**config.mk**
```make
export PLATFORM = sky130hd
export DESIGN_NAME = alu
export DESIGN_NICKNAME = d
export VERILOG_FILES = /design/src/rtl/alu_pkg.sv /design/src/rtl/alu_shifter.sv /design/src/rtl/alu.sv
export SDC_FILE = /design/constraint.sdc
export NUM_CORES = 1
export LEC_CHECK = 0
export BUFFER_PORTS_ARGS = -buffer_cell sky130_fd_sc_hd__clkbuf_2
export CAP_MARGIN = 20
export CORE_MARGIN = 2
export CORE_UTILIZATION = 36
export CTS_BUF_LIST = sky130_fd_sc_hd__clkbuf_2 sky130_fd_sc_hd__clkbuf_4 sky130_fd_sc_hd__clkbuf_8
export CTS_CLUSTER_SIZE = 16
export DETAILED_ROUTE_END_ITERATION = 12
export HOLD_SLACK_MARGIN = 0.12
export MAX_ROUTING_LAYER = met4
export SLEW_MARGIN = 20
export SYNTH_ARGS = -nofsm -noshare
export SYNTH_HDL_FRONTEND = slang
export SYNTH_SLANG_ARGS = --single-unit
```
**constraint.sdc**
```tcl
create_clock -name clk -period 10.75 [get_ports clk]
set_input_delay 2.15 -clock clk [delete_from_list [all_inputs] [get_ports clk]]
set_output_delay 2.15 -clock clk [all_outputs]
set_load 0.03 [all_outputs]
```
**src/rtl/alu_pkg.sv**
```systemverilog
// alu_pkg: word width and opcode constants shared by the alu and its decoder
package alu_pkg;
  localparam int WORD_SIZE = 16;
  localparam logic [2:0] ALU_ADD   = 3'd0;
  localparam logic [2:0] ALU_SUB   = 3'd1;
  localparam logic [2:0] ALU_MUL   = 3'd2;
  localparam logic [2:0] ALU_SLT   = 3'd3;
  localparam logic [2:0] ALU_AND   = 3'd4;
  localparam logic [2:0] ALU_OR    = 3'd5;
  localparam logic [2:0] ALU_XOR   = 3'd6;
  localparam logic [2:0] ALU_SHIFT = 3'd7;
endpackage

```
**src/rtl/alu_shifter.sv**
```systemverilog
// alu_shifter: combinational logical shifter, a = operand, b = signed count (>=0 left, <0 right), y = result
module alu_shifter
  import alu_pkg::*;
(
  input  logic [0:WORD_SIZE-1] a,
  input  logic [0:WORD_SIZE-1] b,
  output logic [0:WORD_SIZE-1] y
);
  logic                 neg;
  logic [0:WORD_SIZE-1] mag;
  always_comb begin
    neg = b[0];
    mag = neg ? -b : b;
    y   = neg ? a >> mag : a << mag;
  end
endmodule

```
**src/rtl/alu.sv**
```systemverilog
// alu: registered 8-op ALU, op/in1/in2 sampled on rising clk, out = result one cycle later, reset = sync active-high clear
module alu
  import alu_pkg::*;
(
  input  logic [2:0]           op,
  input  logic [0:WORD_SIZE-1] in1,
  input  logic [0:WORD_SIZE-1] in2,
  input  logic                 clk,
  output logic [0:WORD_SIZE-1] out,
  input  logic                 reset
);
  logic [0:WORD_SIZE-1] res;
  logic [0:WORD_SIZE-1] shf;
  alu_shifter u_shifter (
    .a (in1),
    .b (in2),
    .y (shf)
  );
  always_comb begin
    res = '0;
    case (op)
      ALU_ADD:   res = in1 + in2;
      ALU_SUB:   res = in1 - in2;
      ALU_MUL:   res = in1 * in2;
      ALU_SLT:   res = {{(WORD_SIZE-1){1'b0}}, $signed(in1) < $signed(in2)};
      ALU_AND:   res = in1 & in2;
      ALU_OR:    res = in1 | in2;
      ALU_XOR:   res = in1 ^ in2;
      default:   res = shf;
    endcase
  end
  always_ff @(posedge clk)
    out <= reset ? '0 : res;
endmodule

```
* Yosys cells after proc, flatten, opt, wreduce, memory -nomap -nowiden
Index checks and enable logic that the tools add are counted.
** Word-level totals
- Bits in registers :: 16
- Input port bits :: 37
- Output and inout port bits :: 16
- Word-level logic and storage cells :: 21
** Operators by class
- Add/subtract/negate cells :: 3
- $mul :: 1
- Magnitude comparators :: 1
- Equality and inequality tests :: 6
- Shift-type cells :: 2
- Mux-type cells :: 3
- Bitwise operators :: 3
- Reduce and logical (&&, ||, !) cells :: 1
** Operator list (count)
- one-hot mux 16 bit (7 select lines) :: 1
- two-way mux 16 bit :: 2
- adder 16 bit :: 1
- bitwise AND 16 bit :: 1
- less-than comparator 16 bit :: 1
- multiplier 16 x 16 -> 16 bit :: 1
- negation 16 bit :: 1
- bitwise OR 16 bit :: 1
- left shift 16 x 16 -> 16 bit :: 1
- >> shifter 16 x 16 -> 16 bit :: 1
- subtractor 16 bit :: 1
- bitwise XOR 16 bit :: 1
- equality test 3 bit (second input constant) :: 3
- equality test 3 x 2 -> 1 bit (second input constant) :: 2
- equality test 3 x 1 -> 1 bit (second input constant) :: 1
- zero test 3 bit :: 1

* Longest topological paths before layout
- Word-level depth :: 5
- Gate-level depth with buffers :: 22
- Gate-level depth less buffers :: 21

* Hierarchy
Synthesis repeated with hierarchy kept, for this count alone.
** Unflattened totals
- Cell total of the unflattened synthesis :: 1133
- Area, all modules :: 8416.8 um^2
** Modules (own cells, without submodules)
- alu :: times used 1, cells an instance 858, area each 6591.3 um^2, seq. area each 320.3 um^2
- alu_shifter :: times used 1, cells an instance 275, area each 1825.5 um^2, seq. area each 0.0 um^2

* Worst setup path after synthesis
OpenSTA, ideal clock, no wires.
- Path type :: input-to-reg
- Start :: in in2[13] (netlist bit)
- End :: reg out[0] (netlist bit)
- Setup time :: 134 ps
- Arrival :: 7333 ps
- Required time :: 10616 ps
- Slack :: 3283 ps
- Stages :: 21
- Buffers on the path :: 2
- Path through :: buf_2 -> inv_1 -> clkbuf_1 -> nor2_1 -> fa_1 -> inv_1 -> fa_1 -> inv_1 -> fa_1 -> fa_1 -> inv_1 -> fa_1 -> fa_1 -> xnor2_1 -> xnor2_1 -> xnor2_1 -> xnor2_1 -> xnor3_1 -> or3_1 -> a31oi_1 -> o22ai_1
** Between the ends
- Word-level cells in the longest chain between the ends :: 5
- Elaborated cells between the ends (all ways) :: 9
- Classes of those cells :: add/sub (3); mul (1); shift (2); mux (3)
** RTL lines
- start: declaration :: line alu.sv:7 : input logic [0:WORD_SIZE-1] in2,
- parallel branches: the longest is 4 deep, another holds multiplier 16 x 16 -> 16 bit
- one-hot mux 16 bit (7 select lines) (*) :: line alu.sv:21 : case (op)
- end signal: assignment :: line alu.sv:33 : out <= reset ? '0 : res;
- end: declaration :: line alu.sv:9 : output logic [0:WORD_SIZE-1] out,
Mark *: on every way between the ends.
A chain may end at the register's enable or synchronous reset.

* Final worst setup path
Same ends and word-level chain as after synthesis.

==> impl_results.md <==
* DPL Wire Length at 23200 um
* Iteration-0 DRC Markers at 679
* Final Util at 39.1%
* Power density over cell area at 184 mW/mm^2
* Switch share at 57.3%
* Comb power frac at 91.9%
* Post-CTS Resized at 0
* FFs w/ async S/R, synth at 0%
* Die X-Extent at 157 um
* Syn Std Cell Area at 0.00842 sq mm
* I/O Buffers at 52
* DRC at 0
* # nets final at 1310
* Count leader, synth: inv_1
* CTS tree: done
* Cells after synthesis at 1096
* Share of layout cells above drive strength 1 at 10.8%
* Outcome: complete, no violations
* Largest net degree at the start of global routing at 51
* Number of global-route vias before repair at 7663
* Critical path cell sequence: clkbuf_2, inv_1, nor2_1, fa_1, inv_1, fa_1, inv_1, fa_1, fa_1, inv_1, fa_1, fa_1, xnor2_1, xnor2_1, xnor2_1, xnor2_1, xnor3_1, or3_1, a31oi_1, o22ai_1
* Setup Viol. Count Final at 0
* Site Rows at 55
* Worst Tran Pin Value at 0.822 ns
* Slew headroom at 45.1%
* Synthesis Warnings at 0
* Final Critical Period at 7.94 ns
* Largest register FFs at 16
* Number of max-cap violations at 0
* Overflow after GRT at 0
* Synth unique cells at 79
* Final hold vios at 0
* Clock share of power at 3.4%
* CP Capture Type: flip-flop
* Int Pwr at 0.701 mW
* Most frequent cells after synthesis: inv_1 (150), nor2_1 (123), nand2_1 (122), ha_1 (100), fa_1 (81)
* End of the worst hold path: out[8]
* Max Freq at 126 MHz
* Die Y at 157 um
* Hold_buf cts at 0
* Met1 GRT Util at 34.5%
* Slowest CP cell: inv_1
* Largest register by flop count: out
* Critical path class: in2reg
* Synth area leaders: fa_1 (19%), ha_1 (15%), inv_1 (6.7%)
* Gpl congestion at 0.994
* Total Wirelength at 30000 um
* Routed len/inst at 21.4 um
* Top Registers: out x16
* First-pass GRT wire length at 46100 um
* Antenna-violating nets left at 0
* Switching power total at 0.939 mW
* Clock transition at path regs at 0.08 ns
* Worst Hold Launch: reset
* Bufs on Longest Clock Path at 2
* Main synth FF type: dfxtp_1
* Sequential share of power at 4.7%
* Synth top area share at 19.3%
* #FFs+latches synth at 16
* CP startpoint kind: input port
* Worst path arrival time at 8.07 ns
* Hold path depth at 2
* CP Max Fanout at 19
* Vias/cell at 5.69
* Layer with the highest usage: met2
* Vias at 8000
* Fill cells at 2397
* Avg Inst Size Synth at 7.68 sq um
* Worst vdd ir at 0.000222 V
* Die area at 0.0246 sq mm
* Data required, critical path at 10.88 ns
* Seq/Total Area, Yosys at 3.80%
* Slew Viols, Final at 0
* GRT met2 Usage at 36.1%
* First-pass iteration count of the detailed router at 5
* Sink Count at 16
* Met3 Use GR at 6.14%
* Post-CTS Setup Inserts at 0
* Worst hold path class: in2reg
* Net Count, Synth at 1314
* Initial Util at 37.0%
* Total core area at 0.0228 sq mm
* Leakage power at 4.11 nW
* RSZ-0062 raised after global routing: no
* EDFF count, synth at 0
* Count of boundary I/O pins at 53
* Cts bufs inserted at 3
* GRT Util Overall at 25.3%
* Largest area contributor in the netlist: fa_1
* Total negative slack at 0 ns
* Max incr delay on CP at 0.60 ns
* H-tree depth at 1
* Most frequent CP cell: fa_1
* Root Driver: clkbuf_8
* Final period utilization at 73.9%
* Initial antenna violation count at 1
* Area growth syn-to-layout at 5.84%
power groups by stage:
stage,clock network [mW],logic (mW),registers (mW)
after global routing,0.0604,1.65,0.0783
after CTS,0.0566,1.50,0.0773
after global placement,0,1.49,0.0788
after detailed placement,0,1.49,0.0787
after floorplan,0,1.03,0.103
final,0.0559,1.51,0.0771
worst max path at each step:
stage | startpoint | to | slack [ns] | cells past startpoint
6_report | in2[13] | out[0] | 2.81 | 20
5_1_grt | in2[13] | out[1] | 2.61 | 20
4_1_cts | in2[13] | out[0] | 2.87 | 20
3_5_place_dp | in2[13] | out[0] | 2.62 | 20
3_3_place_gp | in2[13] | out[0] | 2.71 | 20
2_1_floorplan | in2[13] | out[0] | 3.28 | 21
final cells by class:
cell class / instances / area (sq um) / area share [%]
antenna: 2 / 5.00 / 0.0561
multi-input combinational: 851 / 7210 / 80.9
sequential: 16 / 320 / 3.59
inverter: 158 / 593 / 6.65
timing repair buffer: 62 / 335 / 3.76
tap: 313 / 392 / 4.39
clock buffer: 4 / 55.1 / 0.618
cell families after synthesis:
family                     after synthesis  synth area share, %
and+or+nand+nor                        335                 17.9
buffers and inverters                  229                 10.7
AOI/OAI and AO/OA                      228                 18.5
adders and majority gates              181                 34.1
xor gates and xnor gates                55                 5.88
muxes                                   52                 9.12
DFF                                     16                 3.80
cells in the final DEF (no fill, tap or decap), drive strengths merged, types with 15 or more instances in the layout:
cell	n
mux2i	25
a21oi	47
nand2	122
mux4	19
nor2	124
inv	154
xnor2	44
ha	100
fa	81
o211ai	15
clkbuf	56
nor3	19
dfxtp	16
o21ai	44
per-layer routing:
| metal | wire, um | up-vias | share of wire [%] |
|---|---|---|---|
| met5 | 0 | - | 0 |
| met2 | 12600 | 368 | 42 |
| li1 | - | 3688 | - |
| met4 | 1390 | 0 | 4.6 |
| met1 | 13100 | 3875 | 44 |
| met3 | 2930 | 69 | 9.7 |
critical path: cells and delay by family:
kind / cells / cell delay (ns)
compound gates: 2 / 0.27
buf+inv: 5 / 1.11
xor+xnor: 5 / 1.09
simple gates: 2 / 0.48
fa+ha+maj: 6 / 2.95
metrics by stage:
stage	hold slack, ns	setup WS (ns)	power (mW)	cell area [sq um]	instances
4_1_cts	2.36	2.87	1.64	8900	1403
6_report	2.38	2.81	1.64	8910	1406
3_3_place_gp	2.59	2.71	1.57	8850	1399
2_1_floorplan	2.44	3.28	1.13	8420	1096
5_1_grt	2.40	2.61	1.79	8910	1405
3_5_place_dp	2.59	2.62	1.57	8850	1399
(Power assumes the default switching activity.)
